[config.mk]
export PLATFORM = sky130hd
export DESIGN_NAME = maxnet_engine_flat
export DESIGN_NICKNAME = d
export VERILOG_FILES = /design/src/rtl/maxnet_engine_if.sv /design/src/rtl/maxnet_engine.sv /design/src/flat_wrapper.sv
export SDC_FILE = /design/constraint.sdc
export NUM_CORES = 2
export LEC_CHECK = 0
export ABC_AREA = 1
export BUFFER_PORTS_ARGS = -buffer_cell sky130_fd_sc_hd__buf_4
export CAP_MARGIN = 20
export CORE_MARGIN = 8
export CORE_UTILIZATION = 48
export DETAILED_ROUTE_END_ITERATION = 8
export PLACE_DENSITY = 0.7
export SETUP_SLACK_MARGIN = 0.4
export SLEW_MARGIN = 20
export SYNTH_ARGS = -nofsm -noshare
export SYNTH_HDL_FRONTEND = slang
export SYNTH_SLANG_ARGS = --single-unit
[constraint.sdc]
create_clock -name i_clk -period 19.1 [get_ports i_clk]
set_input_delay 4.775 -clock i_clk [delete_from_list [all_inputs] [get_ports i_clk]]
set_output_delay 4.775 -clock i_clk [all_outputs]
set_load 0.01 [all_outputs]
[src/rtl/maxnet_engine_if.sv]
// maxnet_engine_if: start/done handshake, operands and results of the MaxNet engine.
// The engine side uses the slave modport, the requester side the master modport.
interface maxnet_engine_if #(
  parameter int N        = 4,
  parameter int W        = 32,
  parameter int MAX_ITER = 64
);
  localparam int IW = $clog2(N);
  localparam int CW = $clog2(MAX_ITER + 1);

  logic           i_start;
  logic [W-1:0]   i_eps;
  logic [N*W-1:0] i_num;
  logic           o_busy;
  logic           o_done;
  logic           o_found;
  logic           o_timeout;
  logic [IW-1:0]  o_winner;
  logic [W-1:0]   o_max;
  logic [CW-1:0]  o_iterCount;

  modport master (
    output i_start, i_eps, i_num,
    input  o_busy, o_done, o_found, o_timeout, o_winner, o_max, o_iterCount
  );

  modport slave (
    input  i_start, i_eps, i_num,
    output o_busy, o_done, o_found, o_timeout, o_winner, o_max, o_iterCount
  );
endinterface

[src/rtl/maxnet_engine.sv]
// maxnet_engine: winner-take-all MaxNet with one shared multiplier and a start/done handshake.
// Define MAXNET_SAT_EN to clamp the scaled product and difference to W bits instead of wrapping.
module maxnet_engine #(
  parameter int N        = 4,
  parameter int W        = 32,
  parameter int FRAC     = 16,
  parameter int MAX_ITER = 64
) (
  input logic            i_clk,
  input logic            i_rst,
  maxnet_engine_if.slave bus
);
  localparam int IW = $clog2(N);
  localparam int CW = $clog2(MAX_ITER + 1);
  localparam int SW = W + IW;
  localparam int PW = 2 * W + IW + 1;

  localparam logic [W-1:0]  W_MAX    = {1'b0, {(W-1){1'b1}}};
  localparam logic [W-1:0]  W_MIN    = {1'b1, {(W-1){1'b0}}};
  localparam logic [IW:0]   P_ONE    = (IW+1)'(1);
  localparam logic [CW-1:0] ITER_END = CW'(MAX_ITER);

`ifdef MAXNET_SAT_EN
  localparam bit SAT_EN = 1'b1;
`else
  localparam bit SAT_EN = 1'b0;
`endif

  typedef enum logic [2:0] {IDLE, LOAD, CHECK, SUM, UPDATE, DONE} state_t;

  state_t r_state;
  state_t w_next;

  logic signed [W-1:0]  r_x  [N];
  logic signed [W-1:0]  r_b  [N];
  logic signed [W-1:0]  r_bn [N];
  logic [W-1:0]         r_eps;
  logic signed [SW-1:0] r_sum;
  logic [IW-1:0]        r_k;
  logic [CW-1:0]        r_iter;
  logic                 r_found;
  logic                 r_timeout;
  logic [IW-1:0]        r_winner;
  logic [W-1:0]         r_max;

  logic [IW:0]          w_pCount;
  logic [IW-1:0]        w_winIdx;
  logic signed [SW-1:0] w_sum;
  logic signed [SW-1:0] w_diff;
  logic signed [PW-1:0] w_shift;
  logic                 w_pOvf;
  logic signed [W-1:0]  w_p;
  logic [W:0]           w_a;
  logic signed [W-1:0]  w_aFit;
  logic signed [W-1:0]  w_bn;

  function automatic logic isPos(input logic [W-1:0] v);
    return !v[W-1] && (|v);
  endfunction

  // Survivor count, the surviving index (meaningful only when exactly one) and the total activity
  always_comb begin
    w_pCount = '0;
    w_winIdx = '0;
    w_sum    = '0;
    for (int i = 0; i < N; i++) begin
      if (isPos(r_b[i])) begin
        w_pCount = w_pCount + P_ONE;
        w_winIdx = IW'(i);
      end
      w_sum = w_sum + SW'(r_b[i]);
    end
  end

  // Shared inhibition datapath for channel r_k; inhibition is the sum of all other channels
  always_comb begin
    w_diff  = r_sum - SW'(r_b[r_k]);
    w_shift = ($signed({{(PW-W){1'b0}}, r_eps}) * PW'(w_diff)) >>> FRAC;
    w_pOvf  = (w_shift[PW-1:W-1] != {(PW-W+1){w_shift[PW-1]}});
    if (SAT_EN && w_pOvf) w_p = w_shift[PW-1] ? W_MIN : W_MAX;
    else                  w_p = w_shift[W-1:0];
    w_a = {r_b[r_k][W-1], r_b[r_k]} - {w_p[W-1], w_p};
    if (SAT_EN && (w_a[W] != w_a[W-1])) w_aFit = w_a[W] ? W_MIN : W_MAX;
    else                                w_aFit = w_a[W-1:0];
    w_bn = isPos(w_aFit) ? w_aFit : '0;
  end

  always_ff @(posedge i_clk) begin
    if (!i_rst) r_state <= IDLE;
    else        r_state <= w_next;
  end

  always_comb begin
    w_next = r_state;
    case (r_state)
      IDLE:    if (bus.i_start) w_next = LOAD;
      LOAD:    w_next = CHECK;
      CHECK:   if ((w_pCount == P_ONE) || (w_pCount == '0) || (r_iter == ITER_END)) w_next = DONE;
               else w_next = SUM;
      SUM:     w_next = UPDATE;
      UPDATE:  if (r_k == IW'(N - 1)) w_next = CHECK;
      DONE:    w_next = IDLE;
      default: w_next = IDLE;
    endcase
  end

  always_comb begin
    bus.o_busy = (r_state != IDLE);
    bus.o_done = (r_state == DONE);
  end

  // New activities land in r_bn; the last channel's value bypasses it so the array swaps in one edge
  always_ff @(posedge i_clk) begin
    if (!i_rst) begin
      for (int i = 0; i < N; i++) begin
        r_x[i]  <= '0;
        r_b[i]  <= '0;
        r_bn[i] <= '0;
      end
      r_eps     <= '0;
      r_sum     <= '0;
      r_k       <= '0;
      r_iter    <= '0;
      r_found   <= 1'b0;
      r_timeout <= 1'b0;
      r_winner  <= '0;
      r_max     <= '0;
    end else begin
      case (r_state)
        IDLE: begin
          if (bus.i_start) begin
            for (int i = 0; i < N; i++) r_x[i] <= bus.i_num[i*W +: W];
            r_eps <= bus.i_eps;
          end
        end
        LOAD: begin
          for (int i = 0; i < N; i++) r_b[i] <= isPos(r_x[i]) ? r_x[i] : '0;
          r_found   <= 1'b0;
          r_timeout <= 1'b0;
          r_winner  <= '0;
          r_max     <= '0;
          r_iter    <= '0;
        end
        CHECK: begin
          if (w_pCount == P_ONE) begin
            r_found  <= 1'b1;
            r_winner <= w_winIdx;
            r_max    <= r_x[w_winIdx];
          end else if ((w_pCount != '0) && (r_iter == ITER_END)) begin
            r_timeout <= 1'b1;
          end
        end
        SUM: begin
          r_sum <= w_sum;
          r_k   <= '0;
        end
        UPDATE: begin
          r_bn[r_k] <= w_bn;
          r_k       <= r_k + IW'(1);
          if (r_k == IW'(N - 1)) begin
            for (int i = 0; i < N; i++) r_b[i] <= (i == N - 1) ? w_bn : r_bn[i];
            r_iter <= r_iter + CW'(1);
          end
        end
        default: ;
      endcase
    end
  end

  assign bus.o_found     = r_found;
  assign bus.o_timeout   = r_timeout;
  assign bus.o_winner    = r_winner;
  assign bus.o_max       = r_max;
  assign bus.o_iterCount = r_iter;
endmodule

[src/flat_wrapper.sv]
// flat-port wrapper written by rule: the top's interface ports become plain ports
module maxnet_engine_flat 
#(
  parameter int N        = 4,
  parameter int W        = 32,
  parameter int FRAC     = 16,
  parameter int MAX_ITER = 64
)
  (i_clk, i_rst, bus_i_start, bus_i_eps, bus_i_num, bus_o_busy, bus_o_done, bus_o_found, bus_o_timeout, bus_o_winner, bus_o_max, bus_o_iterCount);
  maxnet_engine_if #(.N(N), .W(W), .MAX_ITER(MAX_ITER)) bus_i ();
  input logic i_clk;
  input logic i_rst;
  input wire logic [$bits(bus_i.i_start)-1:0] bus_i_start;
  input wire logic [$bits(bus_i.i_eps)-1:0] bus_i_eps;
  input wire logic [$bits(bus_i.i_num)-1:0] bus_i_num;
  output wire logic [$bits(bus_i.o_busy)-1:0] bus_o_busy;
  output wire logic [$bits(bus_i.o_done)-1:0] bus_o_done;
  output wire logic [$bits(bus_i.o_found)-1:0] bus_o_found;
  output wire logic [$bits(bus_i.o_timeout)-1:0] bus_o_timeout;
  output wire logic [$bits(bus_i.o_winner)-1:0] bus_o_winner;
  output wire logic [$bits(bus_i.o_max)-1:0] bus_o_max;
  output wire logic [$bits(bus_i.o_iterCount)-1:0] bus_o_iterCount;
  assign bus_i.i_start = bus_i_start;
  assign bus_i.i_eps = bus_i_eps;
  assign bus_i.i_num = bus_i_num;
  assign bus_o_busy = bus_i.o_busy;
  assign bus_o_done = bus_i.o_done;
  assign bus_o_found = bus_i.o_found;
  assign bus_o_timeout = bus_i.o_timeout;
  assign bus_o_winner = bus_i.o_winner;
  assign bus_o_max = bus_i.o_max;
  assign bus_o_iterCount = bus_i.o_iterCount;
  maxnet_engine #(.N(N), .W(W), .FRAC(FRAC), .MAX_ITER(MAX_ITER)) u_core (.i_clk(i_clk), .i_rst(i_rst), .bus(bus_i));
endmodule
Word level (Yosys, flattened, before mapping) --
Memory sizes are Yosys's and may differ from the RTL's. A register that Yosys moved wholly into a read port is not among the register bits. Cells that the tools add are included.
Word-level totals: register bits 114, memories kept 3, memory bits (writable) 384, input bits 163, logic and storage cells 151
Memory list:
- u_core.r_b | depth 4, bits a word 32, rd ports 5, clocked after Yosys merged registers in 1, write ports 4, RTL line maxnet_engine.sv:35 | logic signed [W-1:0] r_b [N];
- u_core.r_bn | depth 4, bits a word 32, rd ports 3, clocked after Yosys merged registers in 0, write ports 4, RTL line maxnet_engine.sv:36 | logic signed [W-1:0] r_bn [N];
- u_core.r_x | depth 4, bits a word 32, rd ports 5, clocked after Yosys merged registers in 0, write ports 4, RTL line maxnet_engine.sv:34 | logic signed [W-1:0] r_x [N];
Cells by class: bitwise logic cells 12, reduce and logical (&&, ||, !) cells 43, multiply operators 1, eq/ne operators 13, $add $sub $neg 10, multiplexer cells 60
Operators by type and width (count):
- 32-bit 2-to-1 mux | 19
- 32-bit OR reduction | 10
- 32-bit one-hot mux with 2 select lines | 1
- 33-bit by 34-bit multiplier with 48-bit output | 1
- 33-bit by 32-bit adder with 34-bit output | 1
- 34-bit by 32-bit adder with 34-bit output | 1
- 34-bit by 32-bit subtractor with 34-bit output | 1
- 32-bit by 32-bit adder with 33-bit output | 1
- 32-bit subtractor | 1
- 1-bit 2-to-1 mux | 21
- 3-bit 2-to-1 mux | 6
- 3-bit one-hot mux with 5 select lines | 1
- 7-bit one-hot mux with 2 select lines | 1
- 2-bit 2-to-1 mux | 6
- 1-bit OR | 12
- 1-bit logical AND | 10
- 1-bit zero test | 9
- 2-bit one-hot mux with 2 select lines | 2
- 2-bit AND reduction | 4
- 7-bit by 1-bit adder with 7-bit output, second input constant | 1
- 7-bit equality test, second input constant | 1
- 7-bit 2-to-1 mux | 1
- 3-bit by 1-bit adder with 3-bit output, second input constant | 2
- 3-bit by 1-bit equality test with 1-bit output, second input constant | 2
- 13 further kinds | 24

Depth between registers and ports, before layout --
An unclocked memory read counts as a cell.
word-level depth 15, mapped depth 66, depth with buffers taken out 63

Worst setup path before layout --
No wires, ideal clock.
path type reg2reg, start point register with a tool-made name, end point memory u_core.r_b[3][14], data pin, clock period less this slack 11.426 ns, arrival time 11.172 ns, path slack 7.674 ns, path buffers 6, stages on the path, launching flop included 57, cells stage by stage dfxtp_1 -> buf_2 -> clkbuf_1 -> clkbuf_1 -> a21oi_1 -> a32oi_1 -> inv_1 -> ha_1 -> nand2_1 -> inv_1 -> a21oi_1 -> nand3_2 -> nand2_1 -> nand2_1 -> xor2_1 -> inv_1 -> clkbuf_1 -> nor2_1 -> [21 not listed] -> a21oi_1 -> o21ai_0 -> xnor2_1 -> ha_1 -> nand2_1 -> nor4_1 -> nand4_1 -> nand3_1 -> a21o_1 -> a21oi_1 -> o21ai_0 -> xor2_1 -> nor2_1 -> nand4_1 -> buf_4 -> buf_4 -> nand4_1 -> nand2_1
RTL lines (RTL line):
- end, declared | maxnet_engine.sv:35

==> summary.md <==
| Metric | Value |
|---|---|
| Crit path max fanout | `58` |
| Filler cell count | `11100` |
| Core area | `118000 sq um` |
| Max_slew headroom | `approximately 16%` |
| Netlist Area Pre-Place | `approximately 57000 sq um` |
| Arrival @ worst endpoint | `14.80 ns` |
| Max cap viols | `0` |
| Final period util | `between 70 and 80%` |
| Final WS setup | `between 4 and 5 ns` |
| Layout cells sized above 1 | `6.31%` |
| Row count | `126` |
| Chip Width | `360 microns` |
| Area contributors post-synth | `fa_1, edfxtp_1, inv_1, nand2_1, nor2_1` |
| Worst slew pin tran | `1.25 ns` |
| F_max | `70.0 MHz` |
| Post-synth ARST share | `0%` |
| Initial antenna violation count | `0` |
| Multi-input gate area | `approximately 37000 sq um` |
| Nets | `8240` |
| Wire length per cell | `22.6 microns` |
| Post-route minimum period | `approximately 14 ns` |
| First-pass GRT wire length | `292 mm` |
| Largest net degree at the start of global routing | `100` |
| Post-Syn Instances | `slightly below 7000` |
| Root buf cell | `clkbuf_16` |
| Clock skew | `0.0378 ns` |
| Synth area leader | `fa_1` |
| Post-DP HPWL | `154 mm` |
| Clock sink count | `about 470` |
| Distinct cells, synth | `59` |
| Mean Syn Cell Area | `8.29 sq um` |
| Slowest-stage cell, CP | `dfxtp_2` |
| Gr usage total | `29.2%` |
| Critical path startpoint category | `register` |
| Placer Congestion | `approximately 1` |
| Post-synth EDFFs | `around 350` |
| Post-CTS setup buffers | `0` |
| Drt first pass iters | `7` |
| Worst-path clk slew | `0.06 ns` |
| Register area | `12900 sq um` |
| Die area | `129000 sq um` |
| Top cell type's share of synthesized area | `32.3%` |
| Hold Path Class | `register to register` |
| Ys flop type | `edfxtp_1` |
| Max incr delay on CP | `0.70 ns` |
| CTS tree | `done` |
| Post-place setup slack | `4.57 ns` |
| Top Ports | `208` |
| DRT iter0 DRCs | `4525` |
| Setup TNS | `0 ns` |
| DRT antenna net count | `0` |
| Synthesis-stage register bit count | `468` |
| Vias in the first global route | `roughly 50000` |
| Final cell count without fillers | `8491` |
| Yosys Warn Count | `0` |
| Post-route cell area | `61500 sq um` |
| H-tree depth | `2` |
| Post-synthesis sequential area ratio | `22.7%` |
| DP Area | `59700 sq um` |
| Setup crit end kind | `register` |
| Critical Path RT | `between 15 and 20 ns` |
| Cell with the most instances after synthesis | `inv_1` |
| # setup viols final | `0` |
| Residual DRC | `0` |
| Final Hold Viols | `0` |
| Buffer levels on the longest clock path | `3` |
| Worst skew pair latency | `0.67 ns` |
| Post-synth top cells | `inv_1, nand2_1, nor2_1` |
| Max Slew Vio Count | `0` |
| TritonCTS Buffers | `52` |
| Total gr overflow | `0` |
| CTS resizes | `0` |
| Area grow syn2layout | `8.48%` |
| Crit path kind | `register to register` |
| Final wirelength | `192 mm` |
| Placed Cells incl. Taps | `8391` |
| Vias | `47100` |
| Status | `completed` |
| Die Height | `360 microns` |
| RSZ-0062 raised after global routing | `no` |
| # hold bufs at CTS | `0` |
| I/O Buffers | `207` |
| Vias per cell | `5.55` |
| Starting Density | `48.2%` |
[worst max-delay path, delay by kind of cell, from the launching register on]
kind / cells / cell delay (ns)
compound gates: 10 / 2.17
xor+xnor: 2 / 0.46
fa+ha+maj: 11 / 5.25
buf+inv: 12 / 2.80
flops: 1 / 0.70
simple gates: 16 / 2.64
[path summary, 6_finish.rpt]
path                   start            endpoint  slack, ns  depth (start not counted)
max                 register  u_core.r_bn[0][14]       4.81                         51
min reg2reg  u_core.r_sum[0]     u_core.r_sum[0]       0.46                          2
max reg2reg         register  u_core.r_bn[0][14]       4.81                         51
min          u_core.r_sum[0]     u_core.r_sum[0]       0.46                          2
[state kept, by name, indices dropped and copies added (netlist names), named ones only]
name,flops
u_core.r_k,2
u_core.r_eps,32
u_core.bus.o_iterCount,7
u_core.r_sum,34
u_core.r_bn,96
u_core.r_b,128
u_core.bus.o_found,1
u_core.bus.o_winner,2
u_core.r_x,128
u_core.bus.o_max,32
u_core.r_state,3
u_core.bus.o_timeout,1
[routing by layer]
metal  up-vias  track usage, %  wire length, microns
met5         -               0                     0
met4         0            16.2                 13300
met3       577            5.85                 18100
met2      2696            48.4                 89600
met1     22800            35.9                 70700
li1      21000               -                     -
[stage by stage]
| stage | hold slack, ns | utilization, % |
|---|---|---|
| after floorplan | 0.435 | - |
| after global placement | 0.443 | 50.8 |
| after detailed placement | 0.454 | 50.8 |
| after CTS | 0.463 | 52.3 |
| after global routing | 0.483 | 52.3 |
| final | 0.465 | 52.3 |
[logic make-up (layout without fill, tap and decap cells)]
| logic type | after synthesis | in the layout | synth area share (%) |
|---|---|---|---|
| compound gates | 688 | 688 | 6.98 |
| xor+xnor | 102 | 102 | 1.57 |
| fa+ha+maj | 1167 | 1167 | 37.8 |
| buf+inv | 1834 | 1944 | 12.2 |
| flops | 468 | 468 | 22.7 |
| other cells | 1 | 6 | 0.00661 |
| simple gates | 2580 | 2580 | 18.6 |
[cell type report]
| type | instances | share of cell area (%) |
|---|---|---|
| sequential | 468 | 21.0 |
| inverter | 1564 | 9.54 |
| timing repair buffer | 283 | 3.47 |
| clock buffer | 68 | 2.29 |
| multi-input combinational | 4541 | 60.0 |
| clock inverter | 29 | 0.567 |
| tap | 1536 | 3.12 |
| antenna | 2 | 0.00813 |
[layout by cell type (no fill, tap or decap), drive strengths merged, types with 58 or more instances in the layout]
cell type / Yosys / routed
a21oi: 244 / 244
buf: 26 / 283
clkbuf: 244 / 68
dfxtp: 116 / 116
edfxtp: 352 / 352
fa: 914 / 914
ha: 253 / 253
inv: 1546 / 1554
nand2: 1153 / 1153
nand3: 188 / 188
nand4: 84 / 84
nor2: 1026 / 1026
nor4: 60 / 60
o21ai: 260 / 260
xor2: 58 / 58
Power is not shown: default switching activity piles up to over one toggle a cycle in this logic, so the estimate is an artifact.
